<file path="src/rtl/tmds_decoder.sv">
// -----------------------------------------------------------------------------
// tmds_decoder
//
// Receive-side TMDS channel decoder (one instance per data channel). Takes one
// raw, unaligned 10-bit word per pixel clock from a 1:10 deserializer, finds
// symbol alignment by hunting for control tokens with a bit-slip state
// machine, and decodes each aligned symbol to 8-bit pixel data or a 2-bit
// control value.
//
// Parameters:
//   LOCK_COUNT      consecutive control tokens needed to declare lock
//   SEARCH_TIMEOUT  non-control run length in SEARCH that forces a bit-slip
//   LOSS_TIMEOUT    non-control run length in LOCKED that drops lock
//
// Ports:
//   clk_pixel   in   1  pixel clock (single clock domain)
//   reset       in   1  synchronous, active-high reset
//   din         in  10  raw deserialized word, din[0] earliest on the wire
//   de          out  1  data enable, data valid when 1
//   ctrl        out  2  control value {c1,c0}, meaningful when de = 0
//   data        out  8  decoded pixel byte
//   locked      out  1  alignment lock status
//   offset      out  4  current bit-slip offset, 0..9
//   loss_count  out 16  saturating LOCKED->SEARCH count (optional)
//
// Optional feature macro: TMDS_DEC_LOSSCNT_EN adds the loss_count port and
// its counter. Without it the port and counter do not exist.
//
// Latency: din captured at edge N -> prev at N, sym at N+1, outputs at N+2.
// -----------------------------------------------------------------------------
module tmds_decoder #(
  parameter int LOCK_COUNT     = 8,
  parameter int SEARCH_TIMEOUT = 2048,
  parameter int LOSS_TIMEOUT   = 4096
) (
  input  logic        clk_pixel,
  input  logic        reset,
  input  logic [9:0]  din,
  output logic        de,
  output logic [1:0]  ctrl,
  output logic [7:0]  data,
  output logic        locked,
  output logic [3:0]  offset
`ifdef TMDS_DEC_LOSSCNT_EN
  ,
  output logic [15:0] loss_count
`endif
);

  localparam int NCTL_MAX = (SEARCH_TIMEOUT > LOSS_TIMEOUT) ? SEARCH_TIMEOUT : LOSS_TIMEOUT;
  localparam int NCTL_W   = $clog2(NCTL_MAX + 1);
  localparam int CTL_W    = $clog2(LOCK_COUNT + 1);

  localparam logic [CTL_W-1:0]  LOCK_V     = CTL_W'(LOCK_COUNT);
  localparam logic [NCTL_W-1:0] NCTL_MAX_V = NCTL_W'(NCTL_MAX);
  localparam logic [NCTL_W-1:0] SEARCH_V   = NCTL_W'(SEARCH_TIMEOUT);
  localparam logic [NCTL_W-1:0] LOSS_V     = NCTL_W'(LOSS_TIMEOUT);

  localparam logic [9:0] TOK_00 = 10'b1101010100;
  localparam logic [9:0] TOK_01 = 10'b0010101011;
  localparam logic [9:0] TOK_10 = 10'b0101010100;
  localparam logic [9:0] TOK_11 = 10'b1010101011;

  typedef enum logic {
    ST_SEARCH = 1'b0,
    ST_LOCKED = 1'b1
  } state_t;

  // ---------------------------------------------------------------------------
  // Alignment window
  // ---------------------------------------------------------------------------
  logic [9:0]  prev_reg;
  logic [9:0]  sym_reg;
  logic [9:0]  sym_next;
  logic [18:0] win;
  logic [9:0]  cand [10];

  // The largest offset (9) only reaches win bit 18, so din[9] never needs to
  // take part in the window directly; it enters through prev_reg next cycle.
  assign win = {din[8:0], prev_reg};

  genvar gi;
  generate
    for (gi = 0; gi < 10; gi++) begin : g_cand
      assign cand[gi] = win[gi +: 10];
    end
  endgenerate

  always_comb begin
    sym_next = '0;
    for (int i = 0; i < 10; i++) begin
      if (offset_reg == 4'(i)) begin
        sym_next = cand[i];
      end
    end
  end

  always_ff @(posedge clk_pixel) begin
    if (reset) begin
      prev_reg <= '0;
      sym_reg  <= '0;
    end else begin
      prev_reg <= din;
      sym_reg  <= sym_next;
    end
  end

  // ---------------------------------------------------------------------------
  // Symbol classification and data decode
  // ---------------------------------------------------------------------------
  logic       is_ctrl;
  logic [1:0] ctl_val;
  logic [7:0] q_word;
  logic [7:0] dec_byte;

  always_comb begin
    is_ctrl = 1'b1;
    ctl_val = 2'b00;
    case (sym_reg)
      TOK_00:  ctl_val = 2'b00;
      TOK_01:  ctl_val = 2'b01;
      TOK_10:  ctl_val = 2'b10;
      TOK_11:  ctl_val = 2'b11;
      default: is_ctrl = 1'b0;
    endcase
  end

  // Bit 9 flags an inverted payload, bit 8 selects XOR (1) or XNOR (0) chaining.
  assign q_word      = sym_reg[9] ? ~sym_reg[7:0] : sym_reg[7:0];
  assign dec_byte[0] = q_word[0];

  generate
    for (gi = 1; gi < 8; gi++) begin : g_dec
      assign dec_byte[gi] = sym_reg[8] ? (q_word[gi] ^ q_word[gi-1])
                                       : ~(q_word[gi] ^ q_word[gi-1]);
    end
  endgenerate

  // ---------------------------------------------------------------------------
  // Run counters and state-transition decisions
  // ---------------------------------------------------------------------------
  state_t            state_reg;
  logic [3:0]        offset_reg;
  logic [CTL_W-1:0]  ctl_run_reg;
  logic [NCTL_W-1:0] nctl_run_reg;
  logic [CTL_W-1:0]  ctl_run_cnt;
  logic [NCTL_W-1:0] nctl_run_cnt;
  logic              enter_lock;
  logic              slip;
  logic              lose_lock;
  logic              locked_next;
  logic              de_reg;
  logic [1:0]        ctrl_reg;
  logic [7:0]        data_reg;
  logic              locked_reg;

  // A token clears the non-control run and vice versa; both saturate.
  always_comb begin
    ctl_run_cnt  = '0;
    nctl_run_cnt = '0;
    if (is_ctrl) begin
      ctl_run_cnt = (ctl_run_reg >= LOCK_V) ? LOCK_V : ctl_run_reg + 1'b1;
    end else begin
      nctl_run_cnt = (nctl_run_reg >= NCTL_MAX_V) ? NCTL_MAX_V : nctl_run_reg + 1'b1;
    end
  end

  // Lock takes priority over slip. A token on the would-be timeout cycle
  // clears nctl_run_cnt, so it suppresses the slip without extra logic.
  always_comb begin
    enter_lock  = (state_reg == ST_SEARCH) && (ctl_run_cnt >= LOCK_V);
    slip        = (state_reg == ST_SEARCH) && !enter_lock && (nctl_run_cnt >= SEARCH_V);
    lose_lock   = (state_reg == ST_LOCKED) && (nctl_run_cnt >= LOSS_V);
    locked_next = enter_lock || ((state_reg == ST_LOCKED) && !lose_lock);
  end

`ifdef TMDS_DEC_LOSSCNT_EN
  logic [15:0] loss_count_reg;
`endif

  // ---------------------------------------------------------------------------
  // Alignment FSM with registered, gated outputs. Gating follows the state
  // being entered, so the first gated symbol appears on the same edge that
  // raises locked, and de drops on the same edge that clears it.
  // ---------------------------------------------------------------------------
  always_ff @(posedge clk_pixel) begin
    if (reset) begin
      state_reg      <= ST_SEARCH;
      offset_reg     <= '0;
      ctl_run_reg    <= '0;
      nctl_run_reg   <= '0;
      locked_reg     <= 1'b0;
      de_reg         <= 1'b0;
      ctrl_reg       <= 2'b00;
      data_reg       <= '0;
`ifdef TMDS_DEC_LOSSCNT_EN
      loss_count_reg <= '0;
`endif
    end else begin
      ctl_run_reg  <= ctl_run_cnt;
      nctl_run_reg <= nctl_run_cnt;

      case (state_reg)
        ST_SEARCH: begin
          if (enter_lock) begin
            state_reg  <= ST_LOCKED;
            locked_reg <= 1'b1;
          end else if (slip) begin
            offset_reg   <= (offset_reg == 4'd9) ? 4'd0 : offset_reg + 4'd1;
            ctl_run_reg  <= '0;
            nctl_run_reg <= '0;
          end
        end
        ST_LOCKED: begin
          if (lose_lock) begin
            state_reg    <= ST_SEARCH;
            locked_reg   <= 1'b0;
            ctl_run_reg  <= '0;
            nctl_run_reg <= '0;
`ifdef TMDS_DEC_LOSSCNT_EN
            if (loss_count_reg != 16'hFFFF) begin
              loss_count_reg <= loss_count_reg + 16'd1;
            end
`endif
          end
        end
        default: begin
          state_reg  <= ST_SEARCH;
          locked_reg <= 1'b0;
        end
      endcase

      if (locked_next) begin
        if (is_ctrl) begin
          de_reg   <= 1'b0;
          ctrl_reg <= ctl_val;
          data_reg <= '0;
        end else begin
          // ctrl keeps the last control value seen while data flows.
          de_reg   <= 1'b1;
          data_reg <= dec_byte;
        end
      end else begin
        de_reg   <= 1'b0;
        ctrl_reg <= 2'b00;
        data_reg <= '0;
      end
    end
  end

  assign de     = de_reg;
  assign ctrl   = ctrl_reg;
  assign data   = data_reg;
  assign locked = locked_reg;
  assign offset = offset_reg;

`ifdef TMDS_DEC_LOSSCNT_EN
  assign loss_count = loss_count_reg;
`endif

endmodule
</file>
<file path="config.mk">
export PLATFORM = sky130hd
export DESIGN_NAME = tmds_decoder
export DESIGN_NICKNAME = d
export VERILOG_FILES = /design/src/rtl/tmds_decoder.sv
export SDC_FILE = /design/constraint.sdc
export NUM_CORES = 1
export LEC_CHECK = 0
export ABC_CLOCK_PERIOD_IN_PS = 3400
export BUFFER_PORTS_ARGS = -buffer_cell sky130_fd_sc_hd__buf_2
export CORE_ASPECT_RATIO = 0.8
export CORE_UTILIZATION = 26
export CTS_BUF_LIST = sky130_fd_sc_hd__clkbuf_16
export DETAILED_ROUTE_END_ITERATION = 8
export HOLD_SLACK_MARGIN = 0.06
export PLACE_DENSITY = 0.53
export SYNTH_ARGS = -nofsm -noshare
export SYNTH_HDL_FRONTEND = slang
export SYNTH_SLANG_ARGS = --single-unit
</file>
<file path="constraint.sdc">
create_clock -name clk_pixel -period 3.4 [get_ports clk_pixel]
set_clock_uncertainty 0.2 [all_clocks]
set_input_delay 0.34 -clock clk_pixel [delete_from_list [all_inputs] [get_ports clk_pixel]]
set_output_delay 0.34 -clock clk_pixel [all_outputs]
set_load 0.05 [all_outputs]
</file>
==> flow_summary_export.csv, run 1 <==
group,metric,value,unit
final_layout,largest_register_ffs,13,
floorplan,dieArea,0.0110,sq mm
final_layout,antenna_cells,0,
cts,cts_sinks,54,
logic_synthesis,netlist_instances,315,
logic_synthesis,synth_most_common_cell,"dfxtp_1",
outcome,status,"finished, final reports clean",
logic_synthesis,ys_ff_latch,54,
cts,ctsLongestPathBuffers,2,
cts,cts_buffers,5,
critical_path,critPathBufInv,1,
critical_path,crit_fanout,20,
grt,grt_overflow,0,
critical_path,criticalPathCategory,"flip-flop to flip-flop",
logic_synthesis,synth_ff_type,"dfxtp_1",
timing,finalSetupViolations,0,
critical_path,path_cells,"buf_4 > mux4_2 > and2_1 > a31oi_1 > o22a_1 > nor2_1",
logic_synthesis,synth_edf_count,0,
cts,clk_latency,0.29,ns
placement,portBuffers,27,
route,wl,6550,um
critical_path,reg2reg_depth,6,
logic_synthesis,synthTopCellsByArea,"dfxtp_1 (39%), nor2_1 (6.9%), xnor2_1 (6.4%), mux2i_1 (4.4%), mux4_2 (3.3%)",
placement,pre_cts_ws,1.09,ns
floorplan,rows,33,
floorplan,die_w,117,um
final_layout,area_growth,14.5,%
logic_synthesis,yosys-top-cells-count,"dfxtp_1 (54), nor2_1 (51), nand2_1 (24), xnor2_1 (20), nor2b_1 (13)",
hold_path,hold_start,"din[9]",
placement,place_hpwl,4780,um
placement,place_congestion,0.899,
final_layout,layout-drive-gt1-share,0.157,
power,peakVddDrop,0.000189,V
timing,fin_crit_sh,0.679,
timing,worst_pin_slew,0.893,ns
grt,grt_pass1_wl,10700,um
cts,cts_tree,"built",
logic_synthesis,synth_nets,331,
critical_path,timing.critical_path.from,"offset[1]",
critical_path,critPathMaxStageDelay,0.82,ns
power,p_leak,1.20,nW
logic_synthesis,ys_types,58,
route,dr.first_iter.drc_count,193,
timing,fin_crit,2.31,ns
floorplan,die_h,94.1,um
timing,slew_viol_final,0,
critical_path,cp.arrival,2.26,ns
timing,setup_tns,0,ns
logic_synthesis,synth_area_per_cell,8.75,sq um
logic_synthesis,synth_top_cell_by_area,"dfxtp_1",
cts,cts_hold_buf,0,
critical_path,cp-start-kind,"flip-flop",
cts,clk_pin_slew,0.07,ns
hold_path,whs_path_depth,2,
logic_synthesis,ys_warn_count,0,
grt,grt.total_usage,0.125,
power,p_total,0.00137,W
critical_path,r2r-start,"offset[1]",
power,power.density,435,mW/mm^2
floorplan,initial_core_util,0.268,
grt,grt_pass1_vias,2148,
timing,grt_setup_unrepaired,"false",
logic_synthesis,synth_area,0.00276,sq mm
job,maxCapViolCount,0,
critical_path,cp_num_cells,6,
cts,cts_root_buf,"clkbuf_16",
route,wl_per_cell,13.7,um
logic_synthesis,yosysSeqAreaShare,0.392,
route,dr.pass1.iters,5,
route,viasPerCell,4.76,
floorplan,ios,28,
cts,h-tree-depth,2,
logic_synthesis,async_flop_share,0,
hold_path,min_path_type,"primary input to flip-flop",
critical_path,critPathSlowestCell,"dfxtp_1",
cts,postCtsSetupBuffers,0,
route,ant_nets,0,
critical_path,end_kind,"flip-flop",
grt,antenna_found_initial,0,
critical_path,crit_family,"flip-flops",
timing,hold_viol,0,
logic_synthesis,synthDominantCellAreaShare,0.392,
route,vias,2271,
route,drc_errors,0,
final_layout,layout.nets,352,
timing,fmax,433,MHz
timing,worst_slack,1.09,ns
floorplan,core,0.0103,sq mm
cts,cts-resized-gates,0,
timing,slew-limit-headroom,0.402,
critical_path,required,3.35,ns
grt,grt_start_max_net_pins,30,
per-layer routing:
metal | wire, um | track usage | vias up
met5 | 0 | 0 | -
met3 | 406 | 0.0297 | 6
met1 | 3150 | 0.173 | 1052
met2 | 2910 | 0.191 | 72
met4 | 92 | 0.0380 | 0
li1 | - | - | 1141
per-stage QoR:
stage                     area, sq um  utilization  instances  hold WS (ns)
final                            3160        0.307        477        0.0826
after CTS                        3160        0.307        477        0.0850
after detailed placement         3010        0.293        469         0.269
after global placement           3010        0.293        469         0.244
after global routing             3160        0.307        477        0.0927
after floorplan                  2760            -        315         0.230
cell type report:
class | count | area, sq um
fill | 1073 | 7130
inverter | 14 | 52.6
timing repair buffer | 30 | 158
clock inverter | 3 | 20.0
tap | 140 | 175
multi-input combinational | 231 | 1540
clock buffer | 5 | 125
sequential | 54 | 1080
where the power goes:
part	total [W]	leakage (nW)	switching, W	internal, W
clock network	0.000501	0.0679	0.000228	0.000273
registers	0.000686	0.441	0.0000326	0.000654
logic	0.000184	0.696	0.0000961	0.0000877
total	0.00137	1.20	0.000357	0.00101
final timing paths:
check                                        to  slack [ns]
worst max-delay path                 sym_reg[2]        1.09
worst min register to register  nctl_run_reg[0]        0.28
worst min-delay path                prev_reg[9]        0.08
worst max register to register       sym_reg[2]        1.09
logic make-up after synthesis:
family | Yosys count | synth area share
xor+xnor | 24 | 0.0763
compound gates | 47 | 0.120
buf+inv | 30 | 0.0477
simple gates | 133 | 0.241
flops | 54 | 0.392
mux | 22 | 0.103
other cells | 1 | 0.00136
fa+ha+maj | 4 | 0.0182
cell usage in the layout (no fill, tap or decap), types with 4 or more instances in the layout:
cell type | Yosys | routed
nor2b_1 | 13 | 13
a211oi_1 | 4 | 4
ha_1 | 4 | 4
nand2_1 | 24 | 24
inv_1 | 12 | 12
and3_1 | 5 | 5
nand3_1 | 10 | 10
o211ai_1 | 4 | 4
mux4_2 | 4 | 4
nor3_1 | 8 | 8
buf_2 | 6 | 27
a31oi_1 | 4 | 4
a21oi_1 | 10 | 10
a32oi_1 | 4 | 4
xnor2_1 | 20 | 20
nor2_1 | 51 | 51
mux2i_1 | 12 | 12
dfxtp_1 | 54 | 54
clkbuf_16 | 0 | 5
xor2_1 | 4 | 4
Power figures use the tool's default switching activity.
==> inputs of run 2 (changes only) <==
Settings changed: ABC_CLOCK_PERIOD_IN_PS 3400 to 2300.
Clock period 3.4 ns to 2.3 ns, I/O delays scaled along.
==> run 2 against run 1 <==
Against the previous run: combinational power grew 63%; setup slack got worse by 1.0 ns; clock-buffer cell count unchanged; sequential power is 47% higher; final cell count increased by 4.0%; sequential cell count did not move; via count grew 4.4%; sequential share of layout area fell by 1.7 points; critical path type unchanged; largest cell class unchanged.
==> flow_summary_export.csv, run 2 (synthesis gave the netlist of run 1 again) <==
group,metric,value,unit
placement,portBuffers,27,
route,ant_nets,0,
power,p_leak,1.29,nW
outcome,status,"finished, final reports clean",
critical_path,end_kind,"flip-flop",
power,power.density,621,mW/mm^2
final_layout,multi_input_area,0.00155,sq mm
timing,fin_crit,2.21,ns
route,dr.pass1.iters,4,
critical_path,criticalPathCategory,"flip-flop to flip-flop",
timing,hold_viol,0,
hold_path,min_path_type,"primary input to flip-flop",
grt,grt.total_usage,0.134,
final_layout,layout.cells.most_common,"dfxtp_1",
critical_path,critPathSlowestCell,"dfxtp_1",
final_layout,layout-drive-gt1-share,0.185,
final_layout,layout.nets,371,
route,dr.first_iter.drc_count,102,
cts,cts_tree,"built",
cts,clk_pin_slew,0.07,ns
grt,antenna_found_initial,0,
placement,place_inst,480,
placement,place_hpwl,4960,um
floorplan,rows,33,
cts,cts_sinks,54,
critical_path,cp-start-kind,"flip-flop",
power,peakVddDrop,0.000337,V
final_layout,final_cell_area,0.00332,sq mm
timing,setup_tns,0,ns
cts,cts_buffers,5,
cts,clk_latency,0.29,ns
final_layout,largest_register_ffs,13,
grt,grt_pass1_vias,2293,
floorplan,die_h,94.1,um
cts,cts_root_buf,"clkbuf_16",
floorplan,initial_core_util,0.268,
route,wl,6890,um
final_layout,antenna_cells,0,
grt,grt_overflow,0,
timing,finalSetupViolations,0,
critical_path,path_cells,"and3_4 > nand4_2 > mux2_4 > or3_4 > o31ai_1",
final_layout,fin_cells,496,
final_layout,final_cell_mix,"dfxtp_1 (53), nor2_1 (51), buf_2 (27)",
route,viasPerCell,4.78,
floorplan,ios,28,
route,drc_errors,0,
critical_path,critPathMaxStageDelay,0.43,ns
floorplan,dieArea,0.0110,sq mm
timing,grt_setup_unrepaired,"false",
route,wl_per_cell,13.9,um
floorplan,die_w,117,um
placement,post_dp_cell_area,0.00309,sq mm
timing,fmax,453,MHz
timing,fin_crit_sh,0.960,
grt,grt_start_max_net_pins,29,
critical_path,cp.arrival,2.18,ns
timing,slew_viol_final,0,
route,vias,2372,
critical_path,crit_fanout,5,
critical_path,required,2.27,ns
final_layout,area_growth,20.6,%
cts,ctsLongestPathBuffers,2,
final_layout,seqCellArea,0.00108,sq mm
placement,place_congestion,0.954,
floorplan,core,0.0103,sq mm
job,maxCapViolCount,0,
grt,grt_pass1_wl,11400,um
cts,h-tree-depth,2,
final_layout,fill_cells,1066,
-- run 2: worst paths after layout --
| check | startpoint | endpoint | slack [ns] | cells after the start |
|---|---|---|---|---|
| setup reg to reg | nctl_run_reg[2] | offset[1] | 0.09 | 5 |
| setup / recovery | nctl_run_reg[2] | offset[1] | 0.09 | 5 |
| hold reg to reg | ctrl[0] | ctrl[0] | 0.27 | 2 |
| hold / removal | din[2] | prev_reg[2] | 0.09 | 2 |
-- run 2: cell type report --
class                   instances  area share
multi-input cells             231       0.466
flip-flops and latches         54       0.326
repair buffers                 49      0.0963
well taps                     140      0.0527
clock buffers                   5      0.0376
inverters                      14      0.0158
clock inverters                 3     0.00602
-- run 2: timing repair --
item	in CTS	in global routing
endpoints found under the setup margin	0	1
buffers inserted	0	0
hold buffers	8	0
hold endpoints to repair	11	0
resized for setup	0	1
-- run 2: worst max-delay path: cells and delay by family, from the launching register on --
kind	cells	cell delay, ns
AO/OA/AOI/OAI	1	0.34
multiplexers	1	0.35
AND/OR/NAND/NOR	3	0.76
flip-flops	1	0.43
-- run 2: per-stage QoR --
stage	setup slack [ns]	total power, W	util	hold WS, ns
after floorplan	0.0521	0.00124	-	0.158
after global placement	0.162	0.00132	0.301	0.248
after detailed placement	0.126	0.00131	0.301	0.257
after CTS	0.124	0.00208	0.323	0.0707
after global routing	0.0167	0.00216	0.323	0.0822
final	0.0912	0.00207	0.323	0.0905
-- run 2: power by group --
| part | switching, W | internal, W | total [W] |
|---|---|---|---|
| Combinational | 0.000157 | 0.000143 | 0.000300 |
| Clock | 0.000353 | 0.000404 | 0.000758 |
| Sequential | 0.0000413 | 0.000966 | 0.00101 |
| Total | 0.000551 | 0.00151 | 0.00207 |
-- run 2: routing by layer --
layer / global-route usage / up-vias / part of all wire
met4: 0.0475 / 0 / 0.019
met3: 0.0361 / 10 / 0.066
li1: - / 1177 / -
met2: 0.207 / 82 / 0.44
met1: 0.177 / 1103 / 0.48
met5: 0 / - / 0
==> inputs of run 3 (changes only) <==
Settings changed: CTS_BUF_LIST sky130_fd_sc_hd__clkbuf_16 to unset.
==> run 3 against run 2 <==
Against the previous run: hold slack lost 0.0020 ns; core utilization grew 0.097 points; sequential share of layout area shrank 0.098 points; clock power grew 4.6%; power grew 1.7%; sequential power is essentially flat; sequential cell count is the same; critical endpoint unchanged; largest cell class unchanged.
==> flow_summary_export.csv, run 3 (synthesis gave the netlist of run 1 again) <==
group,metric,value,unit
cts,clk_pin_slew,0.07,ns
critical_path,critPathMaxStageDelay,0.43,ns
critical_path,r2r-start,"nctl_run_reg[2]",
timing,grt_setup_unrepaired,"false",
timing,fin_crit,2.21,ns
timing,setup_tns,0,ns
cts,cts_tree,"built",
floorplan,die_h,94.1,um
route,wl_per_cell,13.9,um
final_layout,seqCellArea,0.00108,sq mm
timing,slew_viol_final,0,
route,drc_errors,0,
final_layout,multi_input_area,0.00155,sq mm
grt,grt_pass1_wl,11400,um
placement,post_dp_cell_area,0.00309,sq mm
route,dr.first_iter.drc_count,124,
floorplan,die_w,117,um
power,p_leak,1.30,nW
critical_path,end_kind,"flip-flop",
timing,hold_viol,0,
final_layout,antenna_cells,0,
final_layout,layout-drive-gt1-share,0.188,
route,vias,2363,
hold_path,min_path_type,"primary input to flip-flop",
final_layout,layout.nets,371,
critical_path,crit_fanout,5,
job,maxCapViolCount,0,
timing,fin_hold_ws,0.0885,ns
power,p_clk_frac,0.378,
timing,fmax,453,MHz
power,seqPwrFrac,0.480,
placement,place_hpwl,4960,um
grt,antenna_found_initial,0,
route,wl,6890,um
critical_path,cp.arrival,2.18,ns
critical_path,critPathSlowestCell,"dfxtp_1",
grt,grt_start_max_net_pins,29,
final_layout,layout.cells.most_common,"dfxtp_1",
hold_path,whs_path_depth,2,
critical_path,criticalPathCategory,"flip-flop to flip-flop",
power,peakVddDrop,0.000337,V
cts,cts_root_buf,"clkbuf_16",
placement,place_congestion,0.954,
critical_path,required,2.27,ns
cts,cts_buffers,5,
final_layout,final_cell_mix,"dfxtp_1 (53), nor2_1 (51), buf_2 (27)",
floorplan,rows,33,
grt,grt_pass1_vias,2294,
hold_path,hold_start,"din[2]",
critical_path,timing.critical_path.from,"nctl_run_reg[2]",
grt,grt_overflow,0,
outcome,status,"finished, final reports clean",
floorplan,core,0.0103,sq mm
final_layout,final_cell_area,0.00333,sq mm
cts,h-tree-depth,2,
critical_path,cp-start-kind,"flip-flop",
power,combPwrFrac,0.142,
timing,fin_crit_sh,0.961,
route,viasPerCell,4.76,
final_layout,fill_cells,1063,
floorplan,initial_core_util,0.268,
placement,pre_cts_ws,0.126,ns
power,intPower,0.00155,W
power,switching_share,0.263,
final_layout,area_growth,21.0,%
route,dr.pass1.iters,4,
floorplan,ios,28,
route,ant_nets,0,
critical_path,path_cells,"and3_4 > nand4_2 > mux2_4 > or3_4 > o31ai_1",
grt,grt.total_usage,0.133,
cts,ctsLongestPathBuffers,2,
floorplan,dieArea,0.0110,sq mm
cts,clk_latency,0.30,ns
timing,worst_slack,0.0907,ns
power,power.density,630,mW/mm^2
critical_path,reg2reg_depth,5,
cts,cts_sinks,54,
final_layout,largest_register_ffs,13,
timing,finalSetupViolations,0,
power,switchingPower,0.000552,W
placement,portBuffers,27,
[run 3: repair_timing]
action / CTS / global route
endpoints found under the setup margin: 0 / 1
setup buffers: 0 / 0
hold buffers: 8 / 0
gates resized for setup: 0 / 1
endpoints found under the hold margin: 11 / 0
[run 3: final cells by class]
class	count	share of cell area
flip-flops and latches	54	0.325
repair buffers	49	0.0961
multi-input cells	231	0.465
clock inverters	2	0.00488
clock buffers	6	0.0417
inverters	14	0.0158
well taps	140	0.0525
[run 3: final timing paths]
check / to / slack [ns]
worst min register to register: ctrl[0] / 0.27
worst max register to register: offset[1] / 0.09
worst min-delay path: prev_reg[2] / 0.09
worst max-delay path: offset[1] / 0.09
[run 3: power by group through the flow]
stage,registers [W],logic (W),clock network [W]
finish,0.00101,0.000299,0.000793
global placement,0.00103,0.000287,0
detailed placement,0.00103,0.000285,0
CTS,0.00101,0.000298,0.000811
floorplan,0.00102,0.000217,0
global route,0.00101,0.000329,0.000848
[run 3: worst max-delay path, delay by kind of cell, from the launching register on]
family          cells  cell delay, ns
flops               1            0.43
mux                 1            0.35
compound gates      1            0.34
simple gates        3            0.76
[run 3: metal layers]
layer	vias to the layer above	track usage	share of wire
met5	-	0	0
met4	0	0.0475	0.021
met3	12	0.0361	0.066
met2	83	0.206	0.43
met1	1092	0.177	0.48
li1	1176	-	-
[run 3: per-stage QoR]
stage	power, W	util	instances
global route	0.00219	0.324	496
finish	0.00210	0.324	496
detailed placement	0.00131	0.301	480
floorplan	0.00124	-	315
global placement	0.00132	0.301	480
CTS	0.00212	0.324	496
